## config.mk

```make
export PLATFORM = sky130hd
export DESIGN_NAME = systolic_operand_loader
export DESIGN_NICKNAME = d
export VERILOG_FILES = /design/src/rtl/systolic_pkg.sv /design/src/rtl/loader_byte_bank.sv /design/src/rtl/systolic_operand_loader.sv
export SDC_FILE = /design/constraint.sdc
export NUM_CORES = 1
export LEC_CHECK = 0
export ABC_AREA = 1
export ABC_CLOCK_PERIOD_IN_PS = 2050
export CORE_MARGIN = 4
export CORE_UTILIZATION = 39
export CTS_BUF_LIST = sky130_fd_sc_hd__clkbuf_2 sky130_fd_sc_hd__clkbuf_4 sky130_fd_sc_hd__clkbuf_8
export DETAILED_ROUTE_END_ITERATION = 7
export DONT_BUFFER_PORTS = 1
export GPL_TIMING_DRIVEN = 0
export PLACE_DENSITY = 0.6
export SETUP_SLACK_MARGIN = 0.2
export SLEW_MARGIN = 0
export SYNTH_ARGS = -nofsm -noshare
export SYNTH_HDL_FRONTEND = slang
export SYNTH_HIERARCHICAL = 1
export SYNTH_SLANG_ARGS = --single-unit
```

## constraint.sdc

```tcl
create_clock -name clk_in -period 2.05 [get_ports clk_in]
set_input_delay 0.205 -clock clk_in [delete_from_list [all_inputs] [get_ports clk_in]]
set_output_delay 0.205 -clock clk_in [all_outputs]
set_load 0.1 [all_outputs]
```

## src/rtl/systolic_pkg.sv

```systemverilog
// Shared constants, loader state encoding and operand byte-offset helpers.
// Latency: none (package). Backpressure: n/a.
// Used by the operand loader top and its byte bank.
package systolic_pkg;

    localparam int DATA_W     = 8;
    localparam int N_FILT     = 9;
    localparam int N_IN       = 16;
    localparam int FRAME_LEN  = 25;
    localparam int RUN_CYCLES = 34;

    typedef enum logic [1:0] {
        LOAD = 2'd0,
        RUN  = 2'd1,
        DONE = 2'd2
    } loader_state_t;

    // Flat-bus byte offsets: filter is 3 wide, input matrix is 4 wide.
    function automatic int f_off(input int row, input int col);
        return 3 * row + col;
    endfunction

    function automatic int i_off(input int row, input int col);
        return 4 * row + col;
    endfunction

endpackage

```

## src/rtl/loader_byte_bank.sv

```systemverilog
// Write-enabled operand register bank; entries 0..N_FILT-1 are filter bytes, the rest input bytes.
// Latency: write visible on the bus one cycle after wr_en. Backpressure: none, always accepts writes.
// Unwritten entries hold their value; synchronous reset clears all entries.
module loader_byte_bank
    import systolic_pkg::*;
#(
    parameter int DATA_W = 8,
    parameter int N_FILT = 9,
    parameter int N_IN   = 16,
    parameter int IDX_W  = 5
) (
    input  logic                     clk_in,
    input  logic                     rst,
    input  logic                     wr_en,
    input  logic [IDX_W-1:0]         wr_idx,
    input  logic [DATA_W-1:0]        wr_dat,
    output logic [N_FILT*DATA_W-1:0] f_flat,
    output logic [N_IN*DATA_W-1:0]   i_flat
);

    localparam int N_ENT = N_FILT + N_IN;

    logic [DATA_W-1:0] mem [N_ENT];

    always_ff @(posedge clk_in) begin
        if (rst) begin
            for (int k = 0; k < N_ENT; k++) mem[k] <= '0;
        end else begin
            for (int k = 0; k < N_ENT; k++) begin
                if (wr_en && (wr_idx == IDX_W'(k))) mem[k] <= wr_dat;
            end
        end
    end

    for (genvar g = 0; g < N_FILT; g++) begin : g_filt
        assign f_flat[g*DATA_W +: DATA_W] = mem[g];
    end

    for (genvar g = 0; g < N_IN; g++) begin : g_in
        assign i_flat[g*DATA_W +: DATA_W] = mem[N_FILT + g];
    end

endmodule

```

## src/rtl/systolic_operand_loader.sv

```systemverilog
// Byte-serial framed loader for the 3x3 systolic array; holds the array in reset while loading, then runs it.
// Latency: res_valid rises RUN_CYCLES cycles after the final-byte edge. Backpressure: s_ready low outside LOAD.
// Optional SYSTOLIC_LOADER_FILTER_REUSE_EN adds reuse_filt for input-only follow-up frames.
module systolic_operand_loader
    import systolic_pkg::*;
#(
    parameter int DATA_W     = systolic_pkg::DATA_W,
    parameter int N_FILT     = systolic_pkg::N_FILT,
    parameter int N_IN       = systolic_pkg::N_IN,
    parameter int RUN_CYCLES = systolic_pkg::RUN_CYCLES
) (
    input  logic                     clk_in,
    input  logic                     rst,
    input  logic [DATA_W-1:0]        s_data,
    input  logic                     s_valid,
    input  logic                     s_last,
    output logic                     s_ready,
    output logic [N_FILT*DATA_W-1:0] f_flat,
    output logic [N_IN*DATA_W-1:0]   i_flat,
    output logic                     arr_rst,
    output logic                     busy,
    output logic                     res_valid,
    input  logic                     res_ack,
`ifdef SYSTOLIC_LOADER_FILTER_REUSE_EN
    input  logic                     reuse_filt,
`endif
    output logic                     err
);

    localparam int LAST_IDX = N_FILT + N_IN - 1;
    localparam int IDX_W    = $clog2(N_FILT + N_IN);
    localparam int RUN_W    = $clog2(RUN_CYCLES + 1);

    loader_state_t     state_q, state_d;
    logic [IDX_W-1:0]  idx_q, idx_d;
    logic [RUN_W-1:0]  run_cnt_q, run_cnt_d;
    logic              err_q, err_d;
    logic              wr_en;
    logic              xfer;

    assign s_ready   = (state_q == LOAD) && !rst;
    assign arr_rst   = rst || (state_q == LOAD);
    assign busy      = (state_q == RUN);
    assign res_valid = (state_q == DONE);
    assign err       = err_q;
    assign xfer      = s_valid && s_ready;

    always_comb begin
        state_d   = state_q;
        idx_d     = idx_q;
        run_cnt_d = run_cnt_q;
        err_d     = 1'b0;
        wr_en     = 1'b0;
        unique case (state_q)
            LOAD: begin
                if (xfer) begin
                    // s_last must coincide exactly with the final frame position.
                    if (s_last != (idx_q == IDX_W'(LAST_IDX))) begin
                        err_d = 1'b1;
                        idx_d = '0;
                    end else begin
                        wr_en = 1'b1;
                        if (s_last) begin
                            idx_d   = '0;
                            state_d = RUN;
                        end else begin
                            idx_d = idx_q + 1'b1;
                        end
                    end
                end
            end
            RUN: begin
                if (run_cnt_q == RUN_W'(RUN_CYCLES - 1)) begin
                    run_cnt_d = '0;
                    state_d   = DONE;
                end else begin
                    run_cnt_d = run_cnt_q + 1'b1;
                end
            end
            DONE: begin
                if (res_ack) begin
                    state_d = LOAD;
`ifdef SYSTOLIC_LOADER_FILTER_REUSE_EN
                    idx_d = reuse_filt ? IDX_W'(N_FILT) : '0;
`else
                    idx_d = '0;
`endif
                end
            end
            default: state_d = LOAD;
        endcase
    end

    always_ff @(posedge clk_in) begin
        if (rst) begin
            state_q   <= LOAD;
            idx_q     <= '0;
            run_cnt_q <= '0;
            err_q     <= 1'b0;
        end else begin
            state_q   <= state_d;
            idx_q     <= idx_d;
            run_cnt_q <= run_cnt_d;
            err_q     <= err_d;
        end
    end

    loader_byte_bank #(
        .DATA_W (DATA_W),
        .N_FILT (N_FILT),
        .N_IN   (N_IN),
        .IDX_W  (IDX_W)
    ) u_bank (
        .clk_in (clk_in),
        .rst    (rst),
        .wr_en  (wr_en),
        .wr_idx (idx_q),
        .wr_dat (s_data),
        .f_flat (f_flat),
        .i_flat (i_flat)
    );

endmodule

```

After elaboration in Yosys (flattened, before gate mapping)
Memory sizes are Yosys's and may differ from the RTL's.
Index checks and enable logic that the tools add are counted.
Widths: inputs -> output; s select.
{"block": "totals", "ff_bits": 14, "ram_bits": 200, "input_bits": 13, "out_inout_bits": 205, "word_cells": 220, "n_memories": 1}
{"block": "op_classes", "addsub": 2, "eq_ne": 33, "muxes": 118, "n_bitwise": 27, "n_reduce_logical": 35}
{"name": "u_bank.mem", "words": 25, "width": 8, "read_ports": 25, "rd_ports_with_merged_regs": 0, "write_ports": 25, "line": "loader_byte_bank.sv:23", "source": "logic [DATA_W-1:0] mem [N_ENT];"}
{"op": "$mux 8", "count": 25}
{"op": "$mux 1", "count": 81}
{"op": "$eq 5x5->1 const B", "count": 9}
{"op": "$eq 5x4->1 const B", "count": 8}
{"op": "$logic_and 1x1->1", "count": 27}
{"op": "$or 1x1->1", "count": 25}
{"op": "$eq 5x3->1 const B", "count": 4}
{"op": "$mux 5", "count": 4}
{"op": "$eq 5x2->1 const B", "count": 2}
{"op": "$mux 2", "count": 5}
{"op": "$pmux 5 s2", "count": 1}
{"op": "$add 6x1->6 const B", "count": 1}
{"op": "$eq 6x6->1 const B", "count": 1}
{"op": "$mux 6", "count": 1}
{"op": "$ne 2x2->1 const B", "count": 3}
{"op": "$pmux 2 s3", "count": 1}
{"op": "$add 5x1->5 const B", "count": 1}
{"op": "$eq 5x1->1 const B", "count": 1}
{"op": "$logic_not 5->1", "count": 1}
{"op": "$reduce_and 5->1", "count": 1}
{"op": "$ne 2x1->1 const B", "count": 2}
{"op": "$reduce_and 3->1", "count": 1}
{"op": "$reduce_or 3->1", "count": 1}
{"op": "$eq 2x1->1 const B", "count": 1}
{"op": "7 further kinds", "count": 8}

Depth between registers and ports, before layout
Gate-level depths: netlist (run 1).
{"block": "logic_depth", "ltp_word": 10, "ltp_mapped": 12, "ltp_nobuf": 11}

Cells and area by module
The synthesis (run 1) kept the hierarchy.
{"mod": "loader_byte_bank", "n_inst": 1, "cells_each": 441, "area_per_inst_um2": 7080.5, "seq_area_each_um2": 6005.8}
{"mod": "systolic_operand_loader", "n_inst": 1, "cells_each": 118, "area_per_inst_um2": 842.1, "seq_area_each_um2": 280.3}

Least setup slack after synthesis (run 1)
OpenSTA, ideal clock, no wires.
{"block": "synth_timing", "path_kind": "reg-to-reg", "start": "reg state_q[0]", "end": "mem u_bank.mem[5][0], in the netlist u_bank/mem[0][40] (enable)", "setup_time_ns": 0.329, "arrival_ns": 3.153, "t_required_ns": 1.721, "slack_ns": -1.431, "path_stages_with_launch": 11, "path_buffers": 1, "period_less_slack_ns": 3.481, "path_cell_list": "dfxtp_1 > nor2_2 > inv_1 > nor2_1 > nand2_1 > a21oi_1 > inv_1 > nor2_4 > buf_6 > nand3_2 > nand2_1"}
{"item": "start, declared", "line": "systolic_operand_loader.sv:34", "source": "loader_state_t state_q, state_d;"}
{"item": "start signal, assigned", "line": "systolic_operand_loader.sv:101", "source": "state_q <= state_d;"}
{"item": "end, declared", "line": "loader_byte_bank.sv:23"}

==> run summary, run 1 <==
Synth Cell Area: 7920 sq um
Seq/Total Area, Yosys: 79.3%
leakage: 3.62 nW
endpoint class of the critical path: flop
CP cell instances: nor2_4, inv_2, nor2_4, nand2_2, a21oi_4, inv_2, nor2_4, buf_6, buf_12, nand3_4, nand2_8
Startpoint Class: flop
switching power: 3.46 mW
row cnt: 51
RSZ-0062 raised after global routing: yes
VDD IR max: 0.390 mV
Post-Syn Nets: 576
H-tree depth: 2
failing checks: negative setup slack
area of the core: 19,700 sq um
total gr overflow: 0
Crit Path Category: flop to flop
synth warn: 6
flops & latches, synth: 214
Routed Antenna Nets: 0
final instance area: 10,700 sq um
Initial Util: 40.2%
IO Port Bufs: 0
Max Cap Violations: 0
Hold Path Class: input pin to flop
most frequent CP cell: nor2_4
fraction of registers with async set/reset: 0%
Period minus WS final: 2.46 ns
I/O pin cnt: 218
Flop pwr share: 61.0%
fin crit share: 120%
pwr/cell area: 994 nW/um^2
Die Wd: 151 um
die area: 22,700 sq um
clk_skew: 0.0183 ns
CTS Root Cell: clkbuf_8
via/cell ratio: 4.97
internal power: 7.21 mW
Final setup viols: 344
final setup margin: -0.412 ns
clk_lat worst skew: 0.50 ns
maximum clock rate: 406 MHz
ys flop type: edfxtp_1
Max Root-Sink Buffers: 3
routed via count: 4,610
Total Wirelength: 20.5 mm
diodes inserted: 0
Slew Limit Fails: 0
fill count: 1,528
Clock power frac: 35.0%
Area Growth Syn to Fin: 35.5%
initial antenna violation count: 0
nets@finish: 657
Final Hold Fails: 0
die height: 151 um
EDFF count, synth: 200
status: complete, but fails checks
Mapped Cells: 559
1st-pass router iterations: 4
CP Max Fanout: 8
switching share of total power: 32.5%
GRT Util Overall: 17.5%
Hold WS: 0.0453 ns
Critical Path Max Stage Delay: 0.52 ns
Avg Cell Area, Syn: 14.2 sq um
Detailed Route Iter0 Violations: 190
CTS tree: built
CTS buffer count: 35
pre-CTS setup slack: -0.734 ns
RD Place Congestion: 0.827
CP arrival: 2.67 ns
crit path max-delay cell type: nor2_4
Pwr Total: 10.7 mW
placed cell area: 8510 sq um
pin count of the biggest net entering global routing: 11
max_slew headroom: 21.8%
Worst-path clk slew: 0.07 ns
DP HPWL: 13.5 mm
wire per inst: 22.1 um
fraction of layout cells with a size suffix above 1: 44.9%
Crit path required time: 2.26 ns
first-pass GRT wire length: 29.4 mm
Combinational Power Share: 4.0%
setup TNS: -108.91 ns
Sink Count: 214
vias in the first global route: 4,817
count of cell types in the netlist: 34
drc violations: 0
Worst Tran Pin Value: 1.17 ns
kinds of logic after synthesis:
family          Yosys count  synth area share [%]
flops                   214                  79.3
xor+xnor                  3                 0.332
buf+inv                  59                  3.19
simple gates            262                  15.1
compound gates           17                  1.42
fa+ha+maj                 4                 0.632
path summary, 6_finish.rpt:
path,from,to,slack [ns],cells after the start
hold / removal,s_last,err,0.05,3
setup reg to reg,state_q[1],u_bank/mem[0][115],-0.41,11
hold reg to reg,run_cnt_q[5],run_cnt_q[5],0.52,2
setup / recovery,state_q[1],u_bank/mem[0][115],-0.41,11
state kept, by name (all words and copies together) (netlist names):
register / count
idx_q: 5
u_bank/mem: 200
state_q: 2
err: 1
run_cnt_q: 6
synthesized netlist by cell type (3+ instances only):
| library cell | n | area, sq um |
|---|---|---|
| nor2_2 | 8 | 50.1 |
| ha_1 | 4 | 50.1 |
| nand3_2 | 19 | 190 |
| a21oi_1 | 7 | 35.0 |
| nand2_2 | 5 | 31.3 |
| dfxtp_1 | 14 | 280 |
| edfxtp_1 | 200 | 6010 |
| nand2_1 | 52 | 195 |
| nand3_1 | 13 | 65.1 |
| xor2_1 | 3 | 26.3 |
| o21ai_0 | 3 | 15.0 |
| nor2_1 | 157 | 589 |
| buf_2 | 9 | 45.0 |
| inv_1 | 41 | 154 |
| clkinv_1 | 3 | 11.3 |
what timing repair did:
action,CTS,global route
hold buffers,4,0
hold endpoints to repair,8,0
pin swaps,10,9
buffers inserted,32,6
setup endpoints to repair,352,346
resized for setup,95,190
cloned,2,0
routing by layer:
layer | track usage, % | up-vias | share of wire [%]
li1 | - | 2104 | -
met5 | 0 | - | 0
met1 | 21.0 | 2281 | 38
met3 | 4.85 | 39 | 6.5
met4 | 7.18 | 0 | 3.1
met2 | 29.8 | 186 | 52
critical path: cells and delay by family, from the launching register on:
kind	cells	cell delay [ns]
and+or+nand+nor	6	1.25
buffers and inverters	4	0.40
DFF	1	0.33
AOI/OAI and AO/OA	1	0.18
final cells by class:
cell class,instances,area (sq um),share of cell area (%)
Inverter,46,180,1.68
Tap cell,265,332,3.09
Sequential cell,214,6290,58.6
Clock buffer,42,541,5.03
Timing Repair inverter,1,8.76,0.0816
Timing Repair Buffer,43,544,5.07
Multi-Input combinational cell,286,2580,24.1
Buffer,13,88.8,0.827
Clock inverter,18,166,1.55
cells in the final DEF, fill, tap and decap left out, types with 5 or more instances in the layout:
master | Yosys | final
edfxtp_1 | 200 | 200
nor2_4 | 2 | 91
nor2_1 | 157 | 44
inv_1 | 41 | 39
clkbuf_8 | 1 | 37
nor2_2 | 8 | 32
nand2_1 | 52 | 24
nand3_4 | 1 | 20
buf_6 | 1 | 17
nand2_8 | 0 | 13
dfxtp_1 | 14 | 12
nand2_2 | 5 | 10
buf_4 | 0 | 10
buf_12 | 0 | 10
nand2_4 | 0 | 10
nand3_1 | 13 | 9
clkinv_1 | 3 | 9
buf_2 | 9 | 9
a21oi_1 | 7 | 6
clkbuf_4 | 0 | 6
clkinv_2 | 0 | 5
through the flow:
stage	util [%]	cells
final	54.5	928
after global routing	54.5	928
after CTS	50.2	922
after detailed placement	43.2	824
after global placement	43.2	824
after floorplan	-	559
power groups by stage:
| stage | clock, mW | combinational (mW) | sequential, mW |
|---|---|---|---|
| after floorplan | 0 | 0.206 | 6.55 |
| after global placement | 0 | 0.302 | 6.61 |
| after detailed placement | 0 | 0.310 | 6.61 |
| after CTS | 3.81 | 0.355 | 6.53 |
| after global routing | 4.06 | 0.453 | 6.53 |
| final | 3.74 | 0.422 | 6.52 |
Power figures use the tool's default switching activity.
==> inputs of run 2 (changes only) <==
Settings changed: MAX_ROUTING_LAYER set to met4.
==> run summary, run 2 (same netlist as run 1, synthesis figures left out) <==
status: complete, but fails checks
failing checks: negative setup slack
most frequent cells in the layout: edfxtp_1 (200), nor2_4 (91), nor2_1 (44)
wire per inst: 22.2 um (+0.44%)
most common cell after layout, fill and taps aside: edfxtp_1
Hold Path Class: input pin to flop
nets@finish: 657 (unchanged)
Hold WS: 0.0460 ns (+0.000746 ns)
I/O pin cnt: 218 (unchanged)
fraction of layout cells with a size suffix above 1: 44.9% (unchanged)
CP Max Fanout: 8 (unchanged)
Worst Tran Pin Value: 1.20 ns (+0.0239 ns)
RD Place Congestion: 0.840 (+1.5%)
Detailed Route Iter0 Violations: 184 (-3.2%)
total gr overflow: 0 (unchanged)
VDD IR max: 0.392 mV (+0.52%)
vias in the first global route: 4,838 (+0.44%)
CTS tree: built
fill count: 1,528 (unchanged)
diodes inserted: 0 (unchanged)
Crit path required time: 2.26 ns (about the same)
origin of the critical flop-to-flop path: state_q[1]
clk_skew: 0.0155 ns (-0.00288 ns)
CTS Root Cell: clkbuf_8
H-tree depth: 2 (unchanged)
Routed Antenna Nets: 0 (unchanged)
Setup crit end: u_bank/mem[0][115]
via/cell ratio: 5.02 (+1.1%)
Flop pwr share: 61.0% (about the same)
DP HPWL: 13.5 mm (unchanged)
max_slew headroom: 20.2% (-1.6 points)
pre-CTS setup slack: -0.734 ns (unchanged)
Hold Crit Start: s_last
Crit Path Category: flop to flop
Sink Count: 214 (unchanged)
R2R setup slack: -0.40 ns (about the same)
IO Port Bufs: 0 (unchanged)
area of the core: 19,700 sq um (unchanged)
final core utilization: 54.5% (unchanged)
switching share of total power: 32.5% (about the same)
Largest Register: u_bank/mem
routed via count: 4,662 (+1.1%)
maximum clock rate: 407 MHz (+0.31%)
CTS buffer count: 35 (unchanged)
setup TNS: -105.21 ns (+3.70 ns)
Worst-path clk slew: 0.07 ns (about the same)
Max Cap Violations: 0 (unchanged)
first-pass GRT wire length: 29.4 mm (about the same)
final instance area: 10,700 sq um (unchanged)
Clock power frac: 35.0% (about the same)
switching power: 3.47 mW (+0.13%)
placed cell area: 8510 sq um (unchanged)
clk_lat worst skew: 0.50 ns (about the same)
CP arrival: 2.66 ns (about the same)
Total Wirelength: 20.6 mm (+0.44%)
initial antenna violation count: 0 (unchanged)
internal power: 7.21 mW (about the same)
Combinational Power Share: 4.0% (about the same)
Final setup viols: 344 (unchanged)
Slew Limit Fails: 0 (unchanged)
pwr/cell area: 995 nW/um^2 (about the same)
top flop regs: u_bank/mem (200), run_cnt_q (6), idx_q (5)
final non-filler cell total: 928 (unchanged)
R2R depth: 11 (unchanged)
leakage: 3.62 nW (unchanged)
Final Hold Fails: 0 (unchanged)
drc violations: 0 (unchanged)
Area Growth Syn to Fin: 35.5% (unchanged)
Die Wd: 151 um (unchanged)
fin crit share: 120% (-0.37 points)
Max Root-Sink Buffers: 3 (unchanged)
Pwr Total: 10.7 mW (about the same)
max FFs per register: 200 (unchanged)
r2r endpoint: u_bank/mem[0][115]
die height: 151 um (unchanged)
CP startpoint: state_q[1]
RSZ-0062 raised after global routing: yes
Initial Util: 40.2% (unchanged)
final setup margin: -0.404 ns (+0.00766 ns)
Period minus WS final: 2.45 ns (-0.00766 ns)
die area: 22,700 sq um (unchanged)
pin count of the biggest net entering global routing: 11 (unchanged)
endpoint class of the critical path: flop
1st-pass router iterations: 4 (unchanged)
Inst Count DP: 824 (unchanged)
GRT Util Overall: 18.0% (+0.51 points)
row cnt: 51 (unchanged)
Startpoint Class: flop
[run 2: power groups by stage]
stage	sequential [mW]	combinational, mW	clock, mW
after detailed placement	6.61	0.310	0
final	6.52	0.424	3.74
after global routing	6.53	0.453	4.06
after CTS	6.53	0.355	3.81
after global placement	6.61	0.302	0
after floorplan	6.55	0.206	0
[run 2: final cells by class]
class / instances / area (sq um) / share of cell area [%]
inverter: 46 / 180 / 1.68
multi-input combinational: 286 / 2580 / 24.1
buffer: 13 / 88.8 / 0.827
clock inverter: 18 / 166 / 1.55
tap: 265 / 332 / 3.09
timing repair inverter: 1 / 8.76 / 0.0816
timing repair buffer: 43 / 544 / 5.07
clock buffer: 42 / 541 / 5.03
sequential: 214 / 6290 / 58.6
[run 2: worst min-delay path by stage]
stage           to  depth (start not counted)
6_report       err                          3
5_1_grt        err                          3
4_1_cts        err                          3
3_5_place_dp   err                          2
3_3_place_gp   err                          2
2_1_floorplan  err                          2
[run 2: repair_timing]
item | 4_1_cts | 5_1_grt
hold buffers | 4 | 0
pin swaps | 10 | 9
gates cloned | 2 | 0
endpoints found under the setup margin | 352 | 346
endpoints found under the hold margin | 8 | 0
buffers inserted | 32 | 6
gates resized for setup | 95 | 190
[run 2: metal layers]
| layer | vias up | part of all wire [%] | GRT usage (%) | wire (um) |
|---|---|---|---|---|
| met4 | 0 | 2.8 | 7.18 | 578 |
| met2 | 193 | 52 | 29.8 | 10800 |
| li1 | 2103 | - | - | - |
| met5 | - | 0 | - | 0 |
| met3 | 41 | 5.9 | 4.76 | 1220 |
| met1 | 2325 | 39 | 21.1 | 8000 |
[run 2: critical path, cell delays in order, from the launching register on]
cell and delay (ns):
dfxtp_2 0.33, nor2_4 0.11, inv_2 0.06, nor2_4 0.52, nand2_2 0.17, a21oi_4 0.17, inv_2 0.06, nor2_4 0.15
buf_6 0.14, buf_12 0.14, nand3_4 0.13, nand2_8 0.17
